### config.mk
export PLATFORM = sky130hd
export DESIGN_NAME = dco_tune_ctrl_flat
export DESIGN_NICKNAME = d
export VERILOG_FILES = /design/src/rtl/dco_tune_pkg.sv /design/src/rtl/dco_tune_ctrl_if.sv /design/src/rtl/dco_tune_ctrl_tcode_enc.sv /design/src/rtl/dco_tune_ctrl.sv /design/src/flat_wrapper.sv
export SDC_FILE = /design/constraint.sdc
export NUM_CORES = 1
export LEC_CHECK = 0
export BUFFER_PORTS_ARGS = -buffer_cell sky130_fd_sc_hd__buf_2
export CAP_MARGIN = 20
export CELL_PAD_IN_SITES_DETAIL_PLACEMENT = 0
export CELL_PAD_IN_SITES_GLOBAL_PLACEMENT = 2
export CORE_ASPECT_RATIO = 0.7
export CORE_UTILIZATION = 25
export DETAILED_ROUTE_END_ITERATION = 10
export GPL_TIMING_DRIVEN = 0
export PLACE_DENSITY_LB_ADDON = 0.1
export SKIP_CTS_REPAIR_TIMING = 1
export SLEW_MARGIN = 25
export SYNTH_ARGS = -nofsm -noshare
export SYNTH_HDL_FRONTEND = slang
export SYNTH_SLANG_ARGS = --single-unit
### constraint.sdc
create_clock -name clk -period 8.45 [get_ports clk]
set_clock_uncertainty 0.05 [all_clocks]
set_input_delay 1.69 -clock clk [delete_from_list [all_inputs] [get_ports clk]]
set_output_delay 1.69 -clock clk [all_outputs]
set_load 0.05 [all_outputs]
### src/rtl/dco_tune_pkg.sv
// Shared types, bank constants and arithmetic helpers for the DCO tuning controller.
package dco_tune_pkg;

  typedef enum logic [2:0] {
    ST_OFF   = 3'd0,
    ST_PWRUP = 3'd1,
    ST_PVT   = 3'd2,
    ST_ACQ   = 3'd3,
    ST_TRK   = 3'd4
  } mode_t;

  localparam int N_L = 25;
  localparam int N_M = 256;
  localparam int N_S = 256;
  localparam int W_L = 5;
  localparam int W_M = 16;

  typedef struct packed {
    logic [7:0] code;
    logic       clip;
  } sat_res_t;

  // Externally visible mode: PWRUP reports as OFF.
  function automatic logic [1:0] mode_out(input mode_t m);
    case (m)
      ST_PVT:  return 2'd1;
      ST_ACQ:  return 2'd2;
      ST_TRK:  return 2'd3;
      default: return 2'd0;
    endcase
  endfunction

  // Magnitude of a sign-extended delta; the most negative value maps to its
  // true magnitude because the result is read as unsigned.
  function automatic logic [15:0] abs16(input logic signed [15:0] d);
    if (d[15]) return ~d + 16'd1;
    else       return d;
  endfunction

  // Add a signed delta to a bank code and clip to [0, max_code].
  function automatic sat_res_t sat_add(input logic [7:0] code,
                                       input logic signed [15:0] delta,
                                       input logic [7:0] max_code);
    logic signed [17:0] sum;
    sat_res_t           res;
    sum = $signed({10'd0, code}) + $signed({{2{delta[15]}}, delta});
    if (sum < 18'sd0) begin
      res.code = 8'd0;
      res.clip = 1'b1;
    end else if (sum > $signed({10'd0, max_code})) begin
      res.code = max_code;
      res.clip = 1'b1;
    end else begin
      res.code = sum[7:0];
      res.clip = 1'b0;
    end
    return res;
  endfunction

  // One column of the row/column unit matrix: {rall[i], row[i], col[i]}.
  // Code zero selects nothing, including the row line.
  function automatic logic [2:0] tcode_bits(input int unsigned code,
                                            input int unsigned w,
                                            input int unsigned i);
    int unsigned q;
    int unsigned r;
    q = code / w;
    r = code % w;
    return {(i < q), (i == q) && (code != 0), (i < r)};
  endfunction

  // Full select pattern {rall, row, col}, 16 bits per field, for reset constants.
  function automatic logic [47:0] tcode_vec(input int unsigned code, input int unsigned w);
    logic [47:0] v;
    logic [2:0]  b;
    v = '0;
    for (int unsigned i = 0; i < w && i < 16; i++) begin
      b = tcode_bits(code, w, i);
      v[32 + i] = b[2];
      v[16 + i] = b[1];
      v[i]      = b[0];
    end
    return v;
  endfunction

endpackage

### src/rtl/dco_tune_ctrl_if.sv
// Loop-filter to controller tuning-word strobe and increment.
interface dco_tune_ctrl_if #(parameter int DW = 8);
  logic                 otw_vld;
  logic signed [DW-1:0] otw_delta;

  modport master (output otw_vld, output otw_delta);
  modport slave  (input  otw_vld, input  otw_delta);
endinterface

### src/rtl/dco_tune_ctrl_tcode_enc.sv
// Combinational code to rall/row/col select encoder for one W x W bank.
module tcode_enc
  import dco_tune_pkg::*;
#(
  parameter int W = 16
) (
  input  logic [$clog2(W*W+1)-1:0] code,
  output logic [W-1:0]             rall,
  output logic [W-1:0]             row,
  output logic [W-1:0]             col
);

  // Build each select line from the quotient/remainder of the code.
  always_comb begin
    rall = '0;
    row  = '0;
    col  = '0;
    for (int i = 0; i < W; i++) begin
      {rall[i], row[i], col[i]} = tcode_bits(32'(code), W, i);
    end
  end

endmodule

### src/rtl/dco_tune_ctrl.sv
// DCO tuning controller: mode sequencing, bank code steering and select-bus drive.
module dco_tune_ctrl
  import dco_tune_pkg::*;
#(
  parameter int DW         = 8,
  parameter int L_INIT     = 12,
  parameter int M_INIT     = 128,
  parameter int S_INIT     = 128,
  parameter int SETTLE_CYC = 16,
  parameter int LOCK_THR   = 1,
  parameter int LOCK_CNT   = 4,
  parameter int UNLOCK_THR = 8
) (
  input  logic            clk,
  input  logic            rst_n,
  input  logic            en,
  input  logic [1:0]      osc_gain_cfg,
  dco_tune_ctrl_if.slave  lf,
  output logic            pd,
  output logic [1:0]      osc_gain,
  output logic [W_L-1:0]  c_l_rall, c_l_row, c_l_col,
  output logic [W_M-1:0]  c_m_rall, c_m_row, c_m_col,
  output logic [W_M-1:0]  c_s_rall, c_s_row, c_s_col,
  output logic [1:0]      mode,
  output logic            lock,
  output logic            sat
);

  localparam int SCW = $clog2(SETTLE_CYC + 1);
  localparam int LCW = $clog2(LOCK_CNT + 1);
  localparam logic [47:0] L_RST = tcode_vec(L_INIT, W_L);
  localparam logic [47:0] M_RST = tcode_vec(M_INIT, W_M);
  localparam logic [47:0] S_RST = tcode_vec(S_INIT, W_M);

  mode_t              state_r, nxt_state_s;
  logic [SCW-1:0]     settle_r, nxt_settle_s;
  logic [LCW-1:0]     lock_cnt_r, nxt_lock_cnt_s;
  logic [4:0]         code_l_r, nxt_l_s;
  logic [7:0]         code_m_r, code_s_r, nxt_m_s, nxt_s_s;
  logic               nxt_sat_s;
  logic signed [DW-1:0] otw_delta_s;
  logic signed [15:0] delta_s;
  logic [15:0]        abs_s;
  logic               in_thr_s, unlock_s;
  logic [7:0]         act_code_s, act_max_s;
  sat_res_t           sum_s;
  logic [W_L-1:0]     enc_l_rall_s, enc_l_row_s, enc_l_col_s;
  logic [W_M-1:0]     enc_m_rall_s, enc_m_row_s, enc_m_col_s;
  logic [W_M-1:0]     enc_s_rall_s, enc_s_row_s, enc_s_col_s;

  assign otw_delta_s = lf.otw_delta;
  assign delta_s     = 16'(otw_delta_s);
  assign abs_s       = abs16(delta_s);
  assign in_thr_s    = abs_s <= 16'(LOCK_THR);
  assign unlock_s    = abs_s > 16'(UNLOCK_THR);
  assign sum_s       = sat_add(act_code_s, delta_s, act_max_s);

  // Route the bank owned by the current mode into the shared saturating adder.
  always_comb begin
    act_code_s = 8'd0;
    act_max_s  = 8'd0;
    case (state_r)
      ST_PVT:  begin act_code_s = {3'd0, code_l_r}; act_max_s = 8'(N_L);     end
      ST_ACQ:  begin act_code_s = code_m_r;         act_max_s = 8'(N_M - 1); end
      ST_TRK:  begin act_code_s = code_s_r;         act_max_s = 8'(N_S - 1); end
      default: begin act_code_s = 8'd0;             act_max_s = 8'd0;        end
    endcase
  end

  // Next mode, settle/lock counters, bank codes and sticky saturation flag.
  always_comb begin
    nxt_state_s    = state_r;
    nxt_settle_s   = settle_r;
    nxt_lock_cnt_s = lock_cnt_r;
    nxt_l_s        = code_l_r;
    nxt_m_s        = code_m_r;
    nxt_s_s        = code_s_r;
    nxt_sat_s      = sat;
    if (!en) begin
      nxt_state_s    = ST_OFF;
      nxt_settle_s   = '0;
      nxt_lock_cnt_s = '0;
      nxt_l_s        = 5'(L_INIT);
      nxt_m_s        = 8'(M_INIT);
      nxt_s_s        = 8'(S_INIT);
      nxt_sat_s      = 1'b0;
    end else begin
      case (state_r)
        ST_OFF: begin
          nxt_state_s  = ST_PWRUP;
          nxt_settle_s = SCW'(SETTLE_CYC - 1);
        end
        ST_PWRUP: begin
          if (settle_r == '0) nxt_state_s = ST_PVT;
          else                nxt_settle_s = settle_r - 1'b1;
        end
        ST_PVT, ST_ACQ, ST_TRK: begin
          if (lf.otw_vld) begin
            case (state_r)
              ST_PVT:  nxt_l_s = sum_s.code[4:0];
              ST_ACQ:  nxt_m_s = sum_s.code;
              default: nxt_s_s = sum_s.code;
            endcase
            nxt_sat_s = sat | sum_s.clip;
            if (in_thr_s) begin
              if (state_r != ST_TRK && lock_cnt_r == LCW'(LOCK_CNT - 1)) begin
                nxt_state_s    = (state_r == ST_PVT) ? ST_ACQ : ST_TRK;
                nxt_lock_cnt_s = '0;
              end else if (lock_cnt_r != LCW'(LOCK_CNT)) begin
                nxt_lock_cnt_s = lock_cnt_r + 1'b1;
              end else begin
                nxt_lock_cnt_s = lock_cnt_r;
              end
            end else begin
              nxt_lock_cnt_s = '0;
              if (state_r == ST_TRK && unlock_s) nxt_state_s = ST_ACQ;
              else                               nxt_state_s = state_r;
            end
          end else begin
            nxt_state_s = state_r;
          end
        end
        default: nxt_state_s = ST_OFF;
      endcase
    end
  end

  tcode_enc #(.W(W_L)) u_enc_l (.code(nxt_l_s),         .rall(enc_l_rall_s), .row(enc_l_row_s), .col(enc_l_col_s));
  tcode_enc #(.W(W_M)) u_enc_m (.code({1'b0, nxt_m_s}), .rall(enc_m_rall_s), .row(enc_m_row_s), .col(enc_m_col_s));
  tcode_enc #(.W(W_M)) u_enc_s (.code({1'b0, nxt_s_s}), .rall(enc_s_rall_s), .row(enc_s_row_s), .col(enc_s_col_s));

  // State, codes and every output register; select buses move with their codes.
  always_ff @(posedge clk or negedge rst_n) begin
    if (!rst_n) begin
      state_r    <= ST_OFF;
      settle_r   <= '0;
      lock_cnt_r <= '0;
      code_l_r   <= 5'(L_INIT);
      code_m_r   <= 8'(M_INIT);
      code_s_r   <= 8'(S_INIT);
      sat        <= 1'b0;
      pd         <= 1'b1;
      osc_gain   <= 2'd0;
      mode       <= 2'd0;
      lock       <= 1'b0;
      c_l_rall   <= L_RST[32 +: W_L];
      c_l_row    <= L_RST[16 +: W_L];
      c_l_col    <= L_RST[0  +: W_L];
      c_m_rall   <= M_RST[47:32];
      c_m_row    <= M_RST[31:16];
      c_m_col    <= M_RST[15:0];
      c_s_rall   <= S_RST[47:32];
      c_s_row    <= S_RST[31:16];
      c_s_col    <= S_RST[15:0];
    end else begin
      state_r    <= nxt_state_s;
      settle_r   <= nxt_settle_s;
      lock_cnt_r <= nxt_lock_cnt_s;
      code_l_r   <= nxt_l_s;
      code_m_r   <= nxt_m_s;
      code_s_r   <= nxt_s_s;
      sat        <= nxt_sat_s;
      pd         <= (nxt_state_s == ST_OFF);
      osc_gain   <= osc_gain_cfg;
      mode       <= mode_out(nxt_state_s);
      lock       <= (nxt_state_s == ST_TRK);
      c_l_rall   <= enc_l_rall_s;
      c_l_row    <= enc_l_row_s;
      c_l_col    <= enc_l_col_s;
      c_m_rall   <= enc_m_rall_s;
      c_m_row    <= enc_m_row_s;
      c_m_col    <= enc_m_col_s;
      c_s_rall   <= enc_s_rall_s;
      c_s_row    <= enc_s_row_s;
      c_s_col    <= enc_s_col_s;
    end
  end

endmodule

### src/flat_wrapper.sv
// flat-port wrapper written by rule: the top's interface ports become plain ports
module dco_tune_ctrl_flat import dco_tune_pkg::*;
#(
  parameter int DW         = 8,
  parameter int L_INIT     = 12,
  parameter int M_INIT     = 128,
  parameter int S_INIT     = 128,
  parameter int SETTLE_CYC = 16,
  parameter int LOCK_THR   = 1,
  parameter int LOCK_CNT   = 4,
  parameter int UNLOCK_THR = 8
)
  (clk, rst_n, en, osc_gain_cfg, pd, osc_gain, c_l_rall, c_l_row, c_l_col, c_m_rall, c_m_row, c_m_col, c_s_rall, c_s_row, c_s_col, mode, lock, sat, lf_otw_vld, lf_otw_delta);
  dco_tune_ctrl_if #(.DW(DW)) lf_i ();
  input  logic clk;
  input  logic rst_n;
  input  logic en;
  input  logic [1:0] osc_gain_cfg;
  output logic pd;
  output logic [1:0] osc_gain;
  output logic [W_L-1:0] c_l_rall;
  output logic [W_L-1:0] c_l_row;
  output logic [W_L-1:0] c_l_col;
  output logic [W_M-1:0] c_m_rall;
  output logic [W_M-1:0] c_m_row;
  output logic [W_M-1:0] c_m_col;
  output logic [W_M-1:0] c_s_rall;
  output logic [W_M-1:0] c_s_row;
  output logic [W_M-1:0] c_s_col;
  output logic [1:0] mode;
  output logic lock;
  output logic sat;
  input wire logic [$bits(lf_i.otw_vld)-1:0] lf_otw_vld;
  input wire logic [$bits(lf_i.otw_delta)-1:0] lf_otw_delta;
  assign lf_i.otw_vld = lf_otw_vld;
  assign lf_i.otw_delta = lf_otw_delta;
  dco_tune_ctrl #(.DW(DW), .L_INIT(L_INIT), .M_INIT(M_INIT), .S_INIT(S_INIT), .SETTLE_CYC(SETTLE_CYC), .LOCK_THR(LOCK_THR), .LOCK_CNT(LOCK_CNT), .UNLOCK_THR(UNLOCK_THR)) u_core (.clk(clk), .rst_n(rst_n), .en(en), .osc_gain_cfg(osc_gain_cfg), .lf(lf_i), .pd(pd), .osc_gain(osc_gain), .c_l_rall(c_l_rall), .c_l_row(c_l_row), .c_l_col(c_l_col), .c_m_rall(c_m_rall), .c_m_row(c_m_row), .c_m_col(c_m_col), .c_s_rall(c_s_rall), .c_s_row(c_s_row), .c_s_col(c_s_col), .mode(mode), .lock(lock), .sat(sat));
endmodule
# Yosys cells after proc, flatten, opt, wreduce, memory -nomap -nowiden
# Index checks and enable logic that the tools add are counted.
dict set report totals {
  ff_bits 150
  input_bits 14
  elab_cells 247
}
dict set report op_classes {
  add_sub_neg 4
  div_mod_pow 2
  order_cmp 78
  n_eq_ne 49
  muxes 38
  bitwise 2
  reduce_logical 54
}
# op n
set op_table {}
lappend op_table {{$lt 1x32->1 const A} 4}
lappend op_table {{$lt 2x32->1 const A} 4}
lappend op_table {{$lt 4x4->1 const A} 32}
lappend op_table {{$logic_not 32->1} 3}
lappend op_table {{$eq 2x32->1 const A} 2}
lappend op_table {{$eq 4x4->1 const A} 16}
lappend op_table {{$lt 3x32->1 const A} 2}
lappend op_table {{$lt 3x4->1 const A} 16}
lappend op_table {{$mux 8} 8}
lappend op_table {{$logic_and 1x1->1} 39}
lappend op_table {{$mux 3} 13}
lappend op_table {{$div 5x3->32 const B} 1}
lappend op_table {{$eq 1x32->1 const A} 1}
lappend op_table {{$eq 3x32->1 const A} 1}
lappend op_table {{$eq 3x4->1 const A} 8}
lappend op_table {{$lt 1x4->1 const A} 8}
lappend op_table {{$lt 2x4->1 const A} 8}
lappend op_table {{$mod 5x3->32 const B} 1}
lappend op_table {{$mux 5} 6}
lappend op_table {{$pmux 8 s3} 1}
lappend op_table {{$gt 18x9->1} 1}
lappend op_table {{$lt 18x1->1 const B} 1}
lappend op_table {{$mux 9} 2}
lappend op_table {{$reduce_bool 9->1} 2}
lappend op_table {{30 further kinds} 47}

# Depth between registers and ports, before layout
# Gate-level depths: netlist (run 1).
dict set report depth {
  depth_word 13
  ltp_mapped 41
  mapped_depth_nobuf 37
}

# Hierarchy
# Synthesis (run 1) repeated with hierarchy kept, for this count alone.
dict set report unflattened {
  hier_cells 712
  area_unflattened_um2 7362.1
}
# mod instances cells_per_inst area_each_um2
set modules_own_cells {}
lappend modules_own_cells {dco_tune_ctrl 1 442 5740.5}
lappend modules_own_cells {{tcode_enc at u_core.u_enc_m ...} 2 79 440.4}
lappend modules_own_cells {{tcode_enc at u_core.u_enc_l} 1 112 740.7}

# Worst setup path after synthesis (run 1)
# OpenSTA, ideal clock, no wires.
dict set report synth_timing {
  path_type {in2reg}
  start {input port lf_otw_delta[3]}
  end {register u_core.c_l_col[4]}
  setup_time_ns 0.145
  t_arrival_ns 8.264
  required_ns 8.255
  slack_ns -0.010
  stages 32
  n_path_buf 3
  path_cell_list {ha_1 > a21o_1 > a21oi_1 > nand2_1 > a21o_1 > a21oi_1 > xor2_1 > ha_1 > a211o_1 > a21oi_1 > a31oi_1 > or3_4 > buf_6 > clkbuf_1 > o31ai_1 > ha_1 > o21ai_0 > and2_1 > a211oi_1 > a21oi_2 > ha_1 > or3_1 > a31oi_2 > a21o_2 > xnor2_1 > ha_1 > inv_1 > o21ai_0 > and4_4 > buf_6 > mux2i_1 > o221ai_1}
}
dict set report synth_between {
  elab_chain_len 10
  elab_cells_between_ends 11
  classes_between {add/sub (1); div (1); order compare (3); mux (6)}
}
# element line_no
set synth_rtl {}
lappend synth_rtl {{start, declared} flat_wrapper.sv:34} ;# input wire logic [$bits(lf_i.otw_delta)-1:0] lf_otw_delta;
lappend synth_rtl {{$add 9x8->10 (*)} dco_tune_pkg.sv:46} ;# sum = $signed({10'd0, code}) + $signed({{2{delta[15]}}, delta});
lappend synth_rtl {{$gt 18x9->1} dco_tune_pkg.sv:50} ;# end else if (sum > $signed({10'd0, max_code})) begin
lappend synth_rtl {{$mux 9} dco_tune_pkg.sv:50}
lappend synth_rtl {{$mux 9 (*)} dco_tune_pkg.sv:47} ;# if (sum < 18'sd0) begin
lappend synth_rtl {{$mux 5 (*)} dco_tune_ctrl.sv:99} ;# case (state_r)
lappend synth_rtl {{$mux 5 (*)} dco_tune_ctrl.sv:98} ;# if (lf.otw_vld) begin
lappend synth_rtl {{$mux 5 (*)} dco_tune_ctrl.sv:88} ;# case (state_r)
lappend synth_rtl {{$mux 5 (*)} dco_tune_ctrl.sv:79} ;# if (!en) begin
lappend synth_rtl {{net u_core.nxt_l_s[2]} dco_tune_ctrl.sv:38} ;# logic [4:0] code_l_r, nxt_l_s;
lappend synth_rtl {{$mod 5x3->32 (*)} dco_tune_pkg.sv:68} ;# r = code % w;
lappend synth_rtl {{$lt 3x32->1 (*)} dco_tune_pkg.sv:69} ;# return {(i < q), (i == q) && (code != 0), (i < r)};
lappend synth_rtl {{net u_core.enc_l_col_s[4]} dco_tune_ctrl.sv:47} ;# logic [W_L-1:0] enc_l_rall_s, enc_l_row_s, enc_l_col_s;
lappend synth_rtl {{end signal, assigned} dco_tune_ctrl.sv:148} ;# c_l_col <= L_RST[0 +: W_L];
lappend synth_rtl {{end signal, assigned} dco_tune_ctrl.sv:169} ;# c_l_col <= enc_l_col_s;
lappend synth_rtl {{end, declared} dco_tune_ctrl.sv:21} ;# output logic [W_L-1:0] c_l_rall, c_l_row, c_l_col,
# Mark *: on every way through the listed nets, which the timed path passes. The rest lies on a longest branch.
# A chain may end at the register's enable or synchronous reset.

# Worst setup path after layout (run 1)
# Ends and elaborated chain as after synthesis.

==> run metrics, run 1 <==
status complete, no violations; deepest clock path buffer count 2; Die ar. 28120 µm²; GPL Wtd Cong 0.8329; Switching Power 778.9 µW; clk_lat worst skew 420 ps; initial antenna violation count 1; vias after detailed routing 5610; VDD IR max 0.0001454 V; maxcap violations 0; Cells after DPL between 1000 and 1500; Final ANT Viol Nets 0; DRC 0; Max Fclk 123.4 MHz; final net count about 900; CP dominant cell by count a21oi_2; Pint about 1.5 mW; IO Pins ~130; Hold WC Path Type reg2reg; Worst Max-Slew Pin Slew 848.9 ps; IO buf count roughly 130; Total GRT Usage 15.41%; sequential fraction of design power between 30% and 40%; Post-synth top cells dfrtp_1, nor2_1, nand2_1; drt wl/cell 17.13 µm; mean post-synth cell area 9.943 µm²; CP peak stage delay 420 ps; WL final about 21000 µm; yosys warns 0; Combinational Power Share between 30% and 40%; DPL Wire Length approximately 16000 µm; final worst slack ~350 ps; grt ovf 0; P per Cell Area 252.3 nW/µm²; Worst Path Required 8690 ps; crit path capture type flop; global-route wire length before repair 32690 µm; minimum clock period around 8100 ps; drt via density about 4.6; layout cell share with drive strength beyond 1 32.18%; CTS tree yes; total power approximately 2.3 mW; Synth Cell Area between 6000 and 7000 µm²; ys async rst share 100.0%; CP startpoint kind input pin; initial drt markers 280; CTS buffer count 17; Net Sw Frac 34.25%; post-synthesis sequential area ratio between 50% and 60%; H-tree levels 4; Worst EP arrival 8340 ps; Post-Syn Instances 690; Yosys top cell by area dfrtp_1; area grow syn2layout 31.35%; Clock Root Buffer clkbuf_16; clk slew on worst S/H paths 60 ps; final max-slew violation count 0; Crit-path slowest cell or3_4; placeable core area 26840 µm²; die width 200.0 µm; effective utilization at floorplan 25.56%; Rows 50; Pleak 4.490 nW; crit path buf inv count 6; Clock Sinks about 140; crit-path max FO 10; Distinct cells, synth slightly below 80; Die H ~140 µm; Synth top area share 42.31%; Rel. slew slack 42.97%; Area after DPL 8003 µm²; Post-synth EDFFs 0; Seq cells post-synth 142; vias in the first global route around 5500; drt pass-1 iters 4; kind of critical path in2reg; pre-CTS setup slack -1490 ps; Final Cell Area 9011 µm²; final hold violation count 0; largest net degree at the start of global routing 80; Final Setup Violations 0; n_diodes 0; non-filler cells, final 1231; ys flop type dfrtp_1; Area contributors post-synth dfrtp_1, dfstp_2, ha_1; family with the most delay on the worst path compound AO/OA/AOI/OAI gates; most numerous cell in the Yosys netlist dfrtp_1; Clk pwr share 35.0%; period utilisation layout 95.89%
-- area by class of cell --
class	count	area (µm²)
Buffer	23	152.6
Clock buffer	21	470.5
Clock inverter	11	153.9
Fill cell	2787	17830
Inverter	49	186.4
Multi-Input combinational cell	478	3219
Sequential cell	142	3587
Tap cell	364	455.4
Timing Repair Buffer	143	785.8
-- stage by stage --
step           hold slack (ps)  utilization, %  TNS, ps
2_1_floorplan            422.1               -        0
3_3_place_gp             447.4           29.68   -17240
3_5_place_dp             450.9           29.82   -16680
4_1_cts                  461.0           32.14   -17460
5_1_grt                  490.9           33.58  -0.1741
6_report                 458.4           33.58        0
-- cells by family (layout without fill, tap and decap cells) --
kind of cell	after synthesis	after routing	share of synthesized area [%]
compound gates	173	173	17.53
other cells	1	4	0.05466
simple gates	254	254	17.55
flops	142	142	52.27
mux	8	8	1.186
fa+ha+maj	30	30	5.581
xor+xnor	9	9	1.149
buf+inv	73	247	4.687
-- flip-flops by register name (all words and copies together) (netlist names), 2 cells and up --
name,flops
u_core.c_s_rall,15
u_core.c_s_row,16
u_core.lock_cnt_r,3
u_core.code_l_r,5
u_core.c_m_row,16
u_core.state_r,3
u_core.mode,2
u_core.code_s_r,7
u_core.c_l_row,5
u_core.osc_gain,2
u_core.c_m_col,14
u_core.c_m_rall,15
u_core.code_m_r,7
u_core.c_s_col,14
u_core.c_l_col,5
u_core.c_l_rall,5
u_core.settle_r,5
-- cell usage in the layout (no fill, tap or decap), types with 23 or more instances in the layout --
| cell | instances |
|---|---|
| buf_4 | 25 |
| a21oi_1 | 31 |
| dfrtp_1 | 115 |
| inv_1 | 47 |
| o21ai_0 | 56 |
| buf_2 | 128 |
| nand2_1 | 81 |
| nor2_1 | 83 |
| ha_1 | 23 |
| dfstp_2 | 26 |
-- metal layers --
metal	part of all wire, %	track usage (%)	up-vias
li1	-	-	2718
met1	55	24.40	2774
met2	40	20.34	109
met3	4.3	4.019	9
met4	0.74	3.375	0
met5	0	0	-
-- final timing paths --
kind                       slack [ps]  cells after the start              start                  to
min in group asynchronous        1130                      1              rst_n      u_core.mode[1]
hold reg to reg                   460                      2         u_core.sat          u_core.sat
setup / recovery                  350                     36    lf_otw_delta[3]   u_core.c_l_col[4]
max in group asynchronous        6420                      2              rst_n  u_core.c_m_rall[7]
hold / removal                    460                      2         u_core.sat          u_core.sat
setup reg to reg                  550                     40  u_core.state_r[1]   u_core.c_l_col[4]
-- power groups by stage --
stage | Sequential (mW) | Combinational (mW) | Clock [mW]
after detailed placement | 0.767 | 0.620 | 0
after floorplan | 0.878 | 0.344 | 0
after global routing | 0.764 | 0.787 | 0.853
after global placement | 0.767 | 0.617 | 0
after CTS | 0.757 | 0.625 | 0.821
final | 0.759 | 0.720 | 0.795
-- worst reg2reg max path: cells and delay by family, from the launching register on --
kind,cells,cell delay (ps)
flops,1,360
fa+ha+maj,5,1200
simple gates,9,1900
buf+inv,7,1030
mux,1,230
compound gates,16,2620
xor+xnor,2,360
Note: power is estimated with default switching activity, not from simulation.
==> run 2, diff against run 1 <==
ABC_AREA = 1   (was default)
==> run 2 against run 1 <==
Core utilization shrank 0.95 points. Flip-flop and latch count is the same. Worst hold slack gained 10 ps. Largest power group unchanged. Cell area shrank 1.5%.
==> run metrics, run 2 <==
DPL Wire Length 16110 µm; n_diodes 0; Synth top area share between 40% and 50%; Worst EP arrival between 7000 and 8000 ps; deepest clock path buffer count 2; IO buf count roughly 130; Post-synth EDFFs 0; Yosys top cell by area dfrtp_1; crit path capture type flop; maxcap violations 0; final hold violation count 0; yosys warns 0; most numerous cell in the Yosys netlist nand2_1; Post-synth top cells nand2_1, inv_1, dfrtp_1; final net count roughly 1000; CP startpoint kind input pin; Final ANT Viol Nets 0; vias in the first global route 5658; Clock Root Buffer clkbuf_16; Pleak 4.839 nW; period utilisation layout 90.76%; CP dominant cell by count nand2_1; global-route wire length before repair about 33000 µm; clk slew on worst S/H paths about 70 ps; initial antenna violation count 0; most common cell after layout, fill and taps aside nand2_1; kind of critical path in2reg; effective utilization at floorplan 25.88%; CTS tree yes; Worst Path Required 8650 ps; crit-path max FO 10; Die ar. 28850 µm²; top flop regs u_core.c_m_row x16, u_core.c_s_row x16; largest net degree at the start of global routing 89; Seq cells post-synth 142; Distinct cells, synth between 40 and 50; Post-Syn Instances 842; Final Setup Violations 0; drt pass-1 iters 5; drt wl/cell between 15 and 20 µm; IO Pins 132; CTS buffer count 17; minimum clock period 7669 ps; H-tree levels 4; CP peak stage delay 430 ps; initial drt markers between 300 and 400; commonest non-fill, non-tap cells in the layout nand2_1, inv_1, buf_2; placeable core area 27210 µm²; layout cell share with drive strength beyond 1 24.60%; Rows 50; Clock Sinks 142; die width between 200 and 250 µm; WL final 20930 µm; Final Core Density 32.63%; Die H 142.4 µm; post-synthesis sequential area ratio around 50%; grt ovf 0; TNS Setup 0 ps; ys flop type dfrtp_1; vias after detailed routing a little under 6000; total power 1.999 mW; P per Cell Area 225.1 nW/µm²; Hold WC Path Type reg2reg; Rel. slew slack 42.51%; Total GRT Usage 15.09%; drt via density 4.256; Area contributors post-synth dfrtp_1, nand2_1, dfstp_2; Max Fclk ~130 MHz; Worst Max-Slew Pin Slew 853.3 ps; area grow syn2layout 26.08%; final max-slew violation count 0; unrepaired setup endpoints after global routing no; VDD IR max 0.0001505 V; mean post-synth cell area between 8 and 9 µm²; Synth Cell Area a little over 7000 µm²; GPL Wtd Cong 0.7686; ys async rst share 100.0%; status complete, no violations; DRC 0; Crit-path slowest cell fa_1; clk_lat worst skew 420 ps
## run 2: cell type report
type                            count  area, µm²
Multi-Input combinational cell    540       2833
Sequential cell                   142       3586
Buffer                             13      93.84
Clock buffer                       18      439.2
Inverter                          150      566.8
Clock inverter                     14      196.4
Fill cell                        2949      18340
Timing Repair Buffer              131      708.2
Tap cell                          364      455.4
## run 2: path summary, 6_finish.rpt
check	start	end	slack (ps)	cells past startpoint
worst max register to register	u_core.state_r[2]	u_core.c_l_col[2]	790	51
max in group asynchronous	rst_n	u_core.c_l_col[1]	6400	2
worst min-delay path	u_core.lock_cnt_r[0]	u_core.lock_cnt_r[0]	470	1
worst max-delay path	lf_otw_delta[0]	u_core.c_l_col[2]	780	43
min in group asynchronous	rst_n	u_core.c_m_row[15]	1120	1
worst min register to register	u_core.lock_cnt_r[0]	u_core.lock_cnt_r[0]	470	1
## run 2: stage by stage
stage	hold slack (ps)	cells	area (µm²)	setup WS (ps)
floorplan	435.1	845	7053	1709
global placement	466.8	1336	8144	198.1
detailed placement	469.3	1337	8182	292.1
CTS	478.1	1369	8817	635.7
global route	502.8	1372	8879	32.19
finish	468.7	1372	8879	781.1
## run 2: worst max-delay path: cells and delay by family
family,cells,cell delay [ps]
AND/OR/NAND/NOR,28,3520
XOR/XNOR,1,230
AO/OA/AOI/OAI,1,220
adder cells (fa/ha/maj),6,1560
buffers and inverters,7,660
## run 2: cell families after synthesis
kind of cell,share of synthesized area (%)
other,0.05325
buffers and inverters,9.328
AOI/OAI and AO/OA,9.719
xor gates and xnor gates,1.244
and+or+nand+nor,23.29
DFF,50.92
adders and majority gates,5.437
## run 2: power breakdown
group | internal (mW) | switching (mW)
registers | 0.724 | 0.0136
logic | 0.114 | 0.329
clock network | 0.485 | 0.333
## run 2: per-layer routing
metal,global-route usage (%),routed length (µm),vias up
met3,4.190,1073,9
met5,0,0,-
met1,24.12,11860,2770
met4,3.324,141,0
li1,-,-,2945
met2,19.21,7853,115
==> run 3, diff against run 2 <==
SYNTH_HIERARCHICAL = 1   (was default)
==> run 3 against run 2 <==
Area after synthesis up 0.25%. Count of clock-buffer cells in the layout rose by 4. Non-clock buffer count down 1. Core utilization down 0.81 points. Sequential power grew 3.7%. Cell count shrank 3.9%. Fmax up 1.2%. Combinational power down 23%. Worst hold slack gained 11 ps. Critical path type is now reg2reg. Largest power group is now sequential cells. Highest routed layer unchanged.
==> run metrics, run 3 <==
status complete, no violations; Worst Path Required 8690 ps; Yosys top cell by area dfrtp_1; Clock Root Buffer clkbuf_16; Synth Area in Adders 4.892%; final net count ~980; DPL Wire Length 14940 µm; Synth Cell Area 7059 µm²; grt ovf 0; drt via density 4.152; simple-gate portion of the synthesized area a little under a quarter; Final Cell Area 8831 µm²; minimum clock period 7575 ps; number of fill cells in the layout 2963; Final Setup Violations 0; Post-Synth XOR/XNOR Area 0.8685%; final max-slew violation count 0; post-synthesis sequential area ratio 53.67%; period utilisation layout between 80% and 90%; Rows 51; Clock Sinks 150; CP peak stage delay 640 ps; most common cell after layout, fill and taps aside nand2_1; Synth top area share 43.25%; n_diodes 0; Post-synth EDFFs 0; global-route wire length before repair 30860 µm; Die H 142.6 µm; IO buf count 130; Worst Max-Slew Pin Slew between 800 and 900 ps; family with the most delay on the worst path simple AND/OR/NAND/NOR gates; IO Pins 132; ys flop type dfrtp_1; Hold WC Path Type reg2reg; crit path capture type flop; maxcap violations 0; CTS tree yes; CTS buffer count 17; Worst EP arrival 7810 ps; post-synthesis mux area share 0%; initial drt markers ~300; GPL Wtd Cong 0.7347; Area contributors post-synth dfrtp_1, dfstp_2, nand2_1; Post-synth top cells nand2_1, dfrtp_1, inv_1; initial antenna violation count 0; Pleak about 4.7 nW; commonest non-fill, non-tap cells in the layout nand2_1, buf_2, dfrtp_1; H-tree levels 4; die width 202.8 µm; Max Fclk 132.0 MHz; kind of critical path reg2reg; CP startpoint kind flop; Compound-Gate Fraction of Synth Area 9.429%; ys async rst share 100.0%; drt pass-1 iters 4; Hold WS 479.4 ps; VDD IR max 0.0001201 V; CP dominant cell by count inv_1; Crit-path slowest cell a21oi_1; largest net degree at the start of global routing 87; Total GRT Usage 14.02%; Die ar. roughly 29000 µm²; vias in the first global route between 5000 and 6000; most numerous cell in the Yosys netlist nand2_1; placeable core area around 28000 µm²; yosys warns 6; Final ANT Viol Nets 0; largest family of logic cells by synthesized area simple AND/OR/NAND/NOR gates; Distinct cells, synth 52; P per Cell Area 210.6 nW/µm²; total power 1.860 mW; unrepaired setup endpoints after global routing no; mean post-synth cell area 9.097 µm²; layout cell share with drive strength beyond 1 between 20% and 30%; Post-Syn Instances 776; crit-path max FO 10; Rel. slew slack 43.33%; clk slew on worst S/H paths about 60 ps; drt wl/cell 14.82 µm; vias after detailed routing 5477; WL final 19540 µm; crit path buf inv count 12; Seq cells post-synth 150; area grow syn2layout 25.10%; clk_lat worst skew 420 ps; effective utilization at floorplan approximately 25%; final hold violation count 0; TNS Setup 0 ps; DRC 0; Area after DPL 8245 µm²; deepest clock path buffer count 2
-- run 3: changes by cell type in the layout (fill, tap and decap cells not counted), sizes merged, moves of 3 or more --
cell | previous run | this run
a31oi | 0 | 3
clkbuf | 21 | 26
conb | 4 | 12
dfrtp | 116 | 122
ha | 29 | 26
inv | 154 | 119
nand2 | 198 | 167
nand3 | 44 | 65
nor2 | 122 | 81
nor3 | 4 | 14
o21ai | 48 | 59
o221ai | 5 | 0
o22ai | 9 | 1
-- run 3: cell families (layout without fill, tap and decap cells) --
logic type               count (synthesis)  in the layout
buffers and inverters                  131            294
flip-flops                             150            150
XOR/XNOR                                 7              7
adder cells (fa/ha/maj)                 27             27
AO/OA/AOI/OAI                          116            116
other                                    3             12
AND/OR/NAND/NOR                        342            342
-- run 3: final cells by class --
type / instances / area [µm²] / area share, %
plain buffers: 12 / 76.32 / 0.8643
clock inverters: 10 / 121.4 / 1.374
flip-flops and latches: 150 / 3789 / 42.90
repair buffers: 131 / 688.2 / 7.793
well taps: 371 / 464.2 / 5.256
inverters: 119 / 450.4 / 5.101
multi-input cells: 504 / 2778 / 31.45
clock buffers: 22 / 464.2 / 5.256
-- run 3: worst min-delay path: stages (launching register included) --
cell and delay, ps:
dfrtp_1 380, inv_1 50, a21oi_1 60
-- run 3: stage by stage --
| step | cells | utilization, % | setup slack [ps] |
|---|---|---|---|
| after floorplan | 785 | - | 1841 |
| after global placement | 1286 | 29.57 | 581.1 |
| after detailed placement | 1287 | 29.70 | 668.5 |
| after CTS | 1319 | 31.81 | 798.7 |
| after global routing | 1319 | 31.81 | 48.98 |
| final | 1319 | 31.81 | 874.8 |
-- run 3: worst paths after layout --
path	startpoint	end	slack, ps	cells past startpoint
hold / removal	u_core/sat	u_core/sat	480	2
hold reg to reg	u_core/sat	u_core/sat	480	2
max in group asynchronous	rst_n	u_core/code_l_r[2]	6360	2
setup / recovery	u_core/state_r[1]	u_core/c_l_col[2]	870	47
setup reg to reg	u_core/state_r[1]	u_core/c_l_col[2]	870	47
min in group asynchronous	rst_n	u_core/c_m_col[15]	1140	1
-- run 3: where the power goes --
| part | leakage, nW | switching (mW) | internal (mW) |
|---|---|---|---|
| Clock | 0.285 | 0.301 | 0.453 |
| Combinational | 2.44 | 0.251 | 0.0892 |
| Sequential | 1.93 | 0.00977 | 0.756 |
| Total | 4.66 | 0.562 | 1.30 |
-- run 3: metal layers --
layer	GRT usage [%]	part of all wire (%)	vias up
met5	0	0	-
met4	2.968	0.52	0
met3	3.846	3.8	10
met2	18.94	40	92
met1	21.67	56	2587
li1	-	-	2788
